File: config.mk
export PLATFORM = sky130hd
export DESIGN_NAME = videosync
export DESIGN_NICKNAME = d
export VERILOG_FILES = /design/src/rtl/videosync_pkg.sv /design/src/rtl/videosync_axis.sv /design/src/rtl/videosync.sv
export SDC_FILE = /design/constraint.sdc
export NUM_CORES = 1
export LEC_CHECK = 0
export CAP_MARGIN = 20
export CORE_MARGIN = 5
export CORE_UTILIZATION = 60
export CTS_BUF_LIST = sky130_fd_sc_hd__clkbuf_8 sky130_fd_sc_hd__clkbuf_16
export CTS_CLUSTER_SIZE = 25
export DETAILED_ROUTE_END_ITERATION = 7
export DONT_BUFFER_PORTS = 1
export PLACE_DENSITY = 0.76
export SETUP_SLACK_MARGIN = 0.3
export SYNTH_ARGS = -nofsm -noshare
export SYNTH_HDL_FRONTEND = slang
export SYNTH_SLANG_ARGS = --single-unit
File: constraint.sdc
create_clock -name pixclk -period 12.2 [get_ports pixclk]
set_input_delay 1.22 -clock pixclk [delete_from_list [all_inputs] [get_ports pixclk]]
set_output_delay 1.22 -clock pixclk [all_outputs]
set_load 0.01 [all_outputs]
File: src/rtl/videosync_pkg.sv
// ============================================================================
// videosync_pkg : shared widths, blanking code and phase decode for videosync
// Revision 1.0
// ============================================================================
`default_nettype none

package videosync_pkg;

  localparam int POS_W   = 10;
  localparam int PORCH_W = 8;
  localparam int CNT_W   = 11;
  localparam logic [POS_W-1:0] BLANK_POS = 10'h3FF;

  typedef enum logic [1:0] {
    PH_VIS  = 2'd0,
    PH_FP   = 2'd1,
    PH_SYNC = 2'd2,
    PH_BP   = 2'd3
  } phase_t;

  // Zero-width phases fall through naturally because their ranges are empty.
  function automatic phase_t phase_of(
    input logic [CNT_W-1:0]   cnt,
    input logic [POS_W-1:0]   vis,
    input logic [PORCH_W-1:0] fp,
    input logic [PORCH_W-1:0] sp
  );
    logic [CNT_W-1:0] fp_end;
    logic [CNT_W-1:0] sp_end;
    fp_end = CNT_W'(vis) + CNT_W'(fp);
    sp_end = fp_end + CNT_W'(sp);
    if (cnt < CNT_W'(vis))   return PH_VIS;
    else if (cnt < fp_end)   return PH_FP;
    else if (cnt < sp_end)   return PH_SYNC;
    else                     return PH_BP;
  endfunction

endpackage

`default_nettype wire

File: src/rtl/videosync_axis.sv
// ============================================================================
// videosync_axis : one timing dimension (counter, totals, phase, position, sync)
// Revision 1.0
// ============================================================================
`default_nettype none

module videosync_axis
  import videosync_pkg::*;
(
  input  logic               clk,
  input  logic               rst,
  input  logic               adv,
  input  logic               load,
  input  logic [POS_W-1:0]   vis_len,
  input  logic [PORCH_W-1:0] fp_len,
  input  logic [PORCH_W-1:0] sp_len,
  input  logic [PORCH_W-1:0] bp_len,
  output logic               wrap,
  output logic [POS_W-1:0]   pos,
  output logic               sync_n
);

  logic [POS_W-1:0]   s_vis;
  logic [PORCH_W-1:0] s_fp;
  logic [PORCH_W-1:0] s_sp;
  logic [PORCH_W-1:0] s_bp;
  logic [CNT_W-1:0]   cnt;
  logic [CNT_W-1:0]   cnt_next;
  logic [CNT_W-1:0]   tot;
  logic               at_end;
  logic [POS_W-1:0]   e_vis;
  logic [PORCH_W-1:0] e_fp;
  logic [PORCH_W-1:0] e_sp;
  phase_t             ph_next;

  // Shadows follow the inputs throughout reset and refresh only at frame start.
  always_ff @(posedge clk) begin
    if (rst || load) begin
      s_vis <= vis_len;
      s_fp  <= fp_len;
      s_sp  <= sp_len;
      s_bp  <= bp_len;
    end
  end

  always_comb begin
    tot      = CNT_W'(s_vis) + CNT_W'(s_fp) + CNT_W'(s_sp) + CNT_W'(s_bp);
    at_end   = (cnt == tot - CNT_W'(1));
    wrap     = adv && at_end;
    cnt_next = cnt;
    if (adv) cnt_next = at_end ? '0 : cnt + CNT_W'(1);
    // On the frame-start edge the outputs already belong to the new timing.
    e_vis    = load ? vis_len : s_vis;
    e_fp     = load ? fp_len  : s_fp;
    e_sp     = load ? sp_len  : s_sp;
    ph_next  = phase_of(cnt_next, e_vis, e_fp, e_sp);
  end

  always_ff @(posedge clk or posedge rst) begin
    if (rst) begin
      cnt    <= '0;
      pos    <= '0;
      sync_n <= 1'b1;
    end else begin
      cnt    <= cnt_next;
      pos    <= (ph_next == PH_VIS) ? cnt_next[POS_W-1:0] : BLANK_POS;
      sync_n <= (ph_next != PH_SYNC);
    end
  end

endmodule

`default_nettype wire

File: src/rtl/videosync.sv
// ============================================================================
// videosync : raster timing generator with per-frame shadowed timing inputs
// Revision 1.0
// ============================================================================
`default_nettype none

module videosync
  import videosync_pkg::*;
(
  input  logic               pixclk,
  input  logic               rst,
  input  logic [POS_W-1:0]   hv,
  input  logic [PORCH_W-1:0] hfp,
  input  logic [PORCH_W-1:0] hsp,
  input  logic [PORCH_W-1:0] hbp,
  input  logic [POS_W-1:0]   vv,
  input  logic [PORCH_W-1:0] vfp,
  input  logic [PORCH_W-1:0] vsp,
  input  logic [PORCH_W-1:0] vbp,
  output logic [POS_W-1:0]   xpos,
  output logic [POS_W-1:0]   ypos,
  output logic               hs,
  output logic               vs
);

  logic h_wrap;
  logic frame_start;

  // The vertical wrap only fires on a horizontal wrap, so it marks frame start.
  videosync_axis u_h (
    .clk     (pixclk),
    .rst     (rst),
    .adv     (1'b1),
    .load    (frame_start),
    .vis_len (hv),
    .fp_len  (hfp),
    .sp_len  (hsp),
    .bp_len  (hbp),
    .wrap    (h_wrap),
    .pos     (xpos),
    .sync_n  (hs)
  );

  videosync_axis u_v (
    .clk     (pixclk),
    .rst     (rst),
    .adv     (h_wrap),
    .load    (frame_start),
    .vis_len (vv),
    .fp_len  (vfp),
    .sp_len  (vsp),
    .bp_len  (vbp),
    .wrap    (frame_start),
    .pos     (ypos),
    .sync_n  (vs)
  );

endmodule

`default_nettype wire

# Word level (Yosys, flattened, before mapping)
# Index checks and enable logic that the tools add are counted.
[word_totals] register_bits=112 out_inout_bits=22 in_bits=70
[op_classes] add_sub_neg=14 n_reduce_logical=4 n_mux=17 eq_ne=4 magnitude_cmp=6
[ops] op="11-bit by 8-bit adder with 11-bit output" count=6
[ops] op="10-bit by 8-bit adder with 11-bit output" count=4
[ops] op="11-bit < comparator" count=4
[ops] op="10-bit two-way mux" count=4
[ops] op="11-bit two-way mux" count=3
[ops] op="8-bit two-way mux" count=4
[ops] op="11-bit by 1-bit adder with 11-bit output (second input constant)" count=2
[ops] op="11-bit equality test" count=2
[ops] op="11-bit by 10-bit < comparator with 1-bit output" count=2
[ops] op="11-bit by 1-bit subtractor with 11-bit output (second input constant)" count=2
[ops] op="2-bit two-way mux" count=4
[ops] op="2-bit zero test" count=2
[ops] op="2-bit != test (second input constant)" count=2
[ops] op="1-bit two-way mux" count=2
[ops] op="1-bit logical AND" count=1
[ops] op="1-bit logical OR" count=1

# Depth between registers and ports, before layout
[depth] word_depth=15 depth_mapped=43

# Modules after synthesis
# Synthesis repeated with hierarchy kept, for this count alone.
[unflattened] hier_cells=982 hier_area_um2=9725.6
[by_module_without_submodules] module="videosync_axis at u_v" seq_area_each_um2=1572.8 n_inst=1 area_per_inst_um2=4916.0 cells_per_inst=497
[by_module_without_submodules] module="videosync_axis at u_h" seq_area_each_um2=1572.8 n_inst=1 area_per_inst_um2=4805.9 cells_per_inst=484
[by_module_without_submodules] module="videosync" seq_area_each_um2=0.0 n_inst=1 area_per_inst_um2=3.8 cells_per_inst=1

# Worst setup path before layout
# No wires, ideal clock.
[synth_path] kind="register to register" startpoint="reg u_v.s_sp[1]" endpoint="reg u_v.sync_n" t_arrival_ps=8296 path_stages_with_launch=41 setup_time_ps=84 slack_ps=3820 required_ps=12116 path_cell_list="edfxtp_1 inv_1 ha_1 inv_1 fa_1 inv_1 fa_1 inv_1 ha_1 inv_1 fa_1 xor3_1 nand4_1 o21ba_2 nand4_1 or4_1 nor4_2 buf_6 [5 not listed] ha_1 a21o_1 a21oi_1 o21bai_1 a21oi_1 o21bai_1 a21oi_1 nor2_1 o21ai_0 xnor2_1 ha_1 a21o_1 a221oi_1 o221ai_1 a31oi_1 o21ai_0 a41o_1 a311o_1"
[synth_via] elab_chain_len=13 elab_cells_between_ends=19 classes_between="5 x add/sub; 3 x order compare; 2 x eq/ne; 8 x mux; 1 x reduce/logical"
[synth_lines] element="start: declaration" line_no="videosync_axis.sv:25" rtl="logic [PORCH_W-1:0] s_sp;"
[synth_lines] element="start signal: assignment" line_no="videosync_axis.sv:41" rtl="s_sp <= sp_len;"
[synth_lines] element="11-bit by 8-bit adder with 11-bit output (2 in series)" line_no="videosync_axis.sv:47" rtl="tot = CNT_W'(s_vis) + CNT_W'(s_fp) + CNT_W'(s_sp) + CNT_W'(s_bp);"
[synth_lines] element="11-bit by 1-bit subtractor with 11-bit output" line_no="videosync_axis.sv:48" rtl="at_end = (cnt == tot - CNT_W'(1));"
[synth_lines] element="11-bit equality test" line_no="videosync_axis.sv:48"
[synth_lines] element="1-bit logical AND" line_no="videosync_axis.sv:49" rtl="wrap = adv && at_end;"
[synth_lines] element="10-bit two-way mux or 8-bit two-way mux (tied branches)" line_no="videosync_axis.sv:53, videosync_axis.sv:54"
[synth_lines] element="10-bit by 8-bit adder with 11-bit output" line_no="videosync_pkg.sv:30" rtl="fp_end = CNT_W'(vis) + CNT_W'(fp);"
[synth_lines] element="11-bit by 8-bit adder with 11-bit output" line_no="videosync_pkg.sv:31" rtl="sp_end = fp_end + CNT_W'(sp);"
[synth_lines] element="11-bit < comparator" line_no="videosync_pkg.sv:34" rtl="else if (cnt < sp_end) return PH_SYNC;"
[synth_lines] element="1-bit two-way mux" line_no="videosync_pkg.sv:34"
[synth_lines] element="2-bit two-way mux" line_no="videosync_pkg.sv:33" rtl="else if (cnt < fp_end) return PH_FP;"
[synth_lines] element="2-bit two-way mux *" line_no="videosync_pkg.sv:32" rtl="if (cnt < CNT_W'(vis)) return PH_VIS;"
[synth_lines] element="2-bit != test *" line_no="videosync_axis.sv:67" rtl="sync_n <= (ph_next != PH_SYNC);"
[synth_lines] element="end signal: assignment" line_no="videosync_axis.sv:67"
[synth_lines] element="end: declaration" line_no="videosync_axis.sv:20" rtl="output logic sync_n"
# Mark *: on every way between the ends. The rest lies on a longest branch, timed or not.
# A chain may end at the register's enable or synchronous reset.

# Final worst setup path
[layout_path] startpoint="reg u_h.s_bp[1]" endpoint="reg u_v.sync_n"
[layout_via] elab_chain_len=12 elab_cells_between_ends=17 classes_between="4 x add/sub; 3 x order compare; 2 x eq/ne; 7 x mux; 1 x reduce/logical"
[layout_lines] element="start: declaration" line_no="videosync_axis.sv:26" rtl="logic [PORCH_W-1:0] s_bp;"
[layout_lines] element="start signal: assignment" line_no="videosync_axis.sv:42" rtl="s_bp <= bp_len;"
[layout_lines] element="11-bit by 8-bit adder with 11-bit output *" line_no="videosync_axis.sv:47"
[layout_lines] element="11-bit by 1-bit subtractor with 11-bit output *" line_no="videosync_axis.sv:48"
[layout_lines] element="11-bit equality test *" line_no="videosync_axis.sv:48"
[layout_lines] element="1-bit logical AND" line_no="videosync_axis.sv:49"
[layout_lines] element="10-bit two-way mux or 8-bit two-way mux (tied branches)" line_no="videosync_axis.sv:53, videosync_axis.sv:54"
[layout_lines] element="10-bit by 8-bit adder with 11-bit output" line_no="videosync_pkg.sv:30"
[layout_lines] element="11-bit by 8-bit adder with 11-bit output" line_no="videosync_pkg.sv:31"
[layout_lines] element="11-bit < comparator" line_no="videosync_pkg.sv:34"
[layout_lines] element="1-bit two-way mux" line_no="videosync_pkg.sv:34"
[layout_lines] element="2-bit two-way mux" line_no="videosync_pkg.sv:33"
[layout_lines] element="2-bit two-way mux *" line_no="videosync_pkg.sv:32"
[layout_lines] element="2-bit != test *" line_no="videosync_axis.sv:67"
# Marks and branches as above.

==> run summary <==
status = completed
via count = 6846
worst vdd rail ir drop = 0.0000930 V
top cell type's share of synthesized area = 21.2%
number of global-route vias before repair = 6693
met1 global-route usage = 37.8%
Worst Hold Path Cells = 2
post-cts resize count = 0
DPL Wire Length = 17.5 mm
predominant post-synthesis flop cell = edfxtp_1
clock transition at the registers of the reported paths = 0.07 ns
HP Start = u_v.cnt[10]
Max transition margin = 28.3%
Worst Hold Path EP = u_v.cnt[10]
Total GRT Usage = 23.9%
Num CTS Buffers = 9
Initial Utilization = 60.8%
TritonRoute pass-1 iters = 5
setup bufs post-CTS = 0
Setup CP Type = register to register
area leader, netlist = edfxtp_1
Worst Path Required = 12.49 ns
total congestion overflow = 0
Max Cap Viol = 0
DRT antenna net count = 0
Worst Path Arrival = 9.52 ns
post-synthesis register bit count = 112
top cells by area, synth = edfxtp_1, ha_1, dfrtp_1
Fin. Hold Viols = 0
Slew Limit Fails = 0
Synth Net Count = 1197
Clock Skews = 0.00771 ns
Routed WL per cell = 18.5 um
Vias/cell = 5.81
Mapped Cells = 961
Post-synth top cells = inv_1, ha_1, edfxtp_1
die width = 137 um
CTS sink cnt = 112
GR peak layer = met1
Pleak = 4.68 nW
max incr delay on CP = 0.56 ns
syn_area_per_cell = 10.0 sq um
Hold-fix buffers, CTS = 0
CTS H-Tree Depth = 3
Worst setup SP type = register
crit-path max FO = 51
Post-synth EDFFs = 68
GRT met2 Usage = 33.4%
pre-CTS WS = 3.11 ns
first-pass GRT wire length = 34.5 mm
worst-margin pin slew = 1.07 ns
Critical Path End Type = register
antenna violations before repair = 0
sequential share of the synthesized area = 32.7%
GPL Wtd Cong = 0.953
die area = 18700 sq um
layout cells sized above 1 = 7.07%
Root Driver = clkbuf_16
largest net degree at the start of global routing = 69
Layout area overhead = 5.07%
Crit Reg-Reg Startpoint = u_h.s_bp[1]
antenna cells = 0
Max Root-Sink Buffers = 2
IO Pins = 92
R2R depth = 38
RSZ-0062 raised after global routing = false
Synth Cell Area = 9620 sq um
Worst R2R Setup Slack = 2.97 ns
Tcrit/Tclk final = 75.7%
critical path's slowest cell = buf_4
Fmax achieved = 108 MHz
final worst slack = 2.97 ns
count leader, synth = inv_1
async set-reset flop share out of synthesis = 39.3%
reg-to-reg critical path endpoint = u_v.sync_n
initial drt markers = 546
detailed-route DRC error count = 0
post-synth cell types = 76
final number of setup-violating endpoints = 0
row cnt = 46
Final nets = 1193
CTS tree = built
Fin Setup TNS = 0 ns
Skew-Pair Late Insertion Delay = 0.36 ns
yosys warns = 0
routed wire length = 21.8 mm
Cell Pwr Density = 177 nW/um^2
HP Class = register to register
Final min period = 9.23 ns
Die Ht = 137 um
CORE AREA = 15800 sq um
GR Layer Usage met3 = 4.89%
# port buffers = 0
==> cell type report <==
type / instances / area [sq um]
clock buffer: 9 / 225
clock inverter: 7 / 56.3
fill: 1282 / 5720
inverter: 139 / 522
multi-input combinational: 690 / 5850
sequential: 112 / 3150
tap: 216 / 270
timing repair buffer: 5 / 37.5
==> worst max-delay path, delay by kind of cell (launching register included) <==
kind                       cells  cell delay [ns]
AOI/OAI and AO/OA             16             2.95
xor gates and xnor gates       2             0.50
adders and majority gates      8             2.78
buffers and inverters          6             0.88
DFF                            1             0.33
muxes                          1             0.44
and+or+nand+nor                5             1.26
==> flip-flops by register name (all words and copies together), names as in the netlist <==
signal and count:
u_h.s_bp 8, u_v.s_fp 8, u_h.s_vis 10, u_h.s_fp 8, u_h.cnt 11, u_v.s_vis 10, u_v.s_bp 8, u_h.sync_n 1
u_v.cnt 11, u_v.sync_n 1, u_v.s_sp 8, u_h.s_sp 8, u_h.pos 10, u_v.pos 10
==> routing by layer <==
layer	wire (um)	share of wire (%)	vias to the layer above
li1	-	-	3344
met2	8790	40	228
met4	291	1.3	0
met3	1770	8.1	22
met5	0	0	-
met1	11000	50	3252
==> power by group <==
group / internal, mW / leakage [nW] / switching (mW) / total, mW
clock: 0.156 / 0.153 / 0.137 / 0.294
combinational: 0.418 / 3.29 / 0.577 / 0.995
sequential: 0.452 / 1.24 / 0.0432 / 0.495
==> worst max path at each step <==
| stage | startpoint | end | slack (ns) |
|---|---|---|---|
| 4_1_cts | u_h.s_bp[1] | u_v.sync_n | 3.01 |
| 3_3_place_gp | u_h.s_bp[1] | u_v.sync_n | 3.34 |
| 2_1_floorplan | u_v.s_sp[1] | u_v.sync_n | 3.82 |
| 5_1_grt | u_h.s_bp[1] | u_v.sync_n | 2.36 |
| 3_5_place_dp | u_h.s_bp[1] | u_v.sync_n | 3.11 |
| 6_report | u_h.s_bp[1] | u_v.sync_n | 2.97 |
==> metrics by stage <==
step | cells | utilization, % | cell area (sq um) | power, mW | hold WS (ns)
2_1_floorplan | 961 | - | 9620 | 1.25 | 0.561
3_3_place_gp | 1162 | 62.1 | 9830 | 1.46 | 0.602
3_5_place_dp | 1162 | 62.1 | 9830 | 1.48 | 0.617
4_1_cts | 1178 | 63.9 | 10100 | 1.78 | 0.639
5_1_grt | 1178 | 63.9 | 10100 | 1.93 | 0.666
6_report | 1178 | 63.9 | 10100 | 1.78 | 0.628
==> cell families (layout without fill, tap and decap cells) <==
group	Yosys count	in the layout	synth area share, %
buf+inv	159	160	6.69
simple gates	218	218	12.0
mux	39	39	4.49
compound gates	189	189	12.4
fa+ha+maj	167	167	24.3
xor+xnor	77	77	7.39
flops	112	112	32.7
==> placed cells by master (no fill, tap or decap), drive strengths merged, types with 3 or more instances in the layout <==
cell / synthesis / routed
a21o: 23 / 23
a21oi: 54 / 54
a31oi: 7 / 7
and3: 11 / 11
and4: 3 / 3
buf: 12 / 5
clkbuf: 8 / 9
clkinv: 0 / 3
dfrtp: 42 / 42
edfxtp: 68 / 68
fa: 34 / 34
ha: 132 / 132
inv: 139 / 142
mux2: 30 / 30
mux2i: 9 / 9
nand2: 54 / 54
nand2b: 15 / 15
nand3: 27 / 27
nand3b: 6 / 6
nand4: 9 / 9
nor2: 43 / 43
nor2b: 10 / 10
nor3: 14 / 14
nor3b: 3 / 3
nor4: 3 / 3
nor4b: 4 / 4
o2111ai: 6 / 6
o211ai: 7 / 7
o21a: 3 / 3
o21ai: 59 / 59
o21bai: 9 / 9
or3: 6 / 6
or4: 3 / 3
xnor2: 45 / 45
xor2: 30 / 30
(Power assumes the default switching activity.)
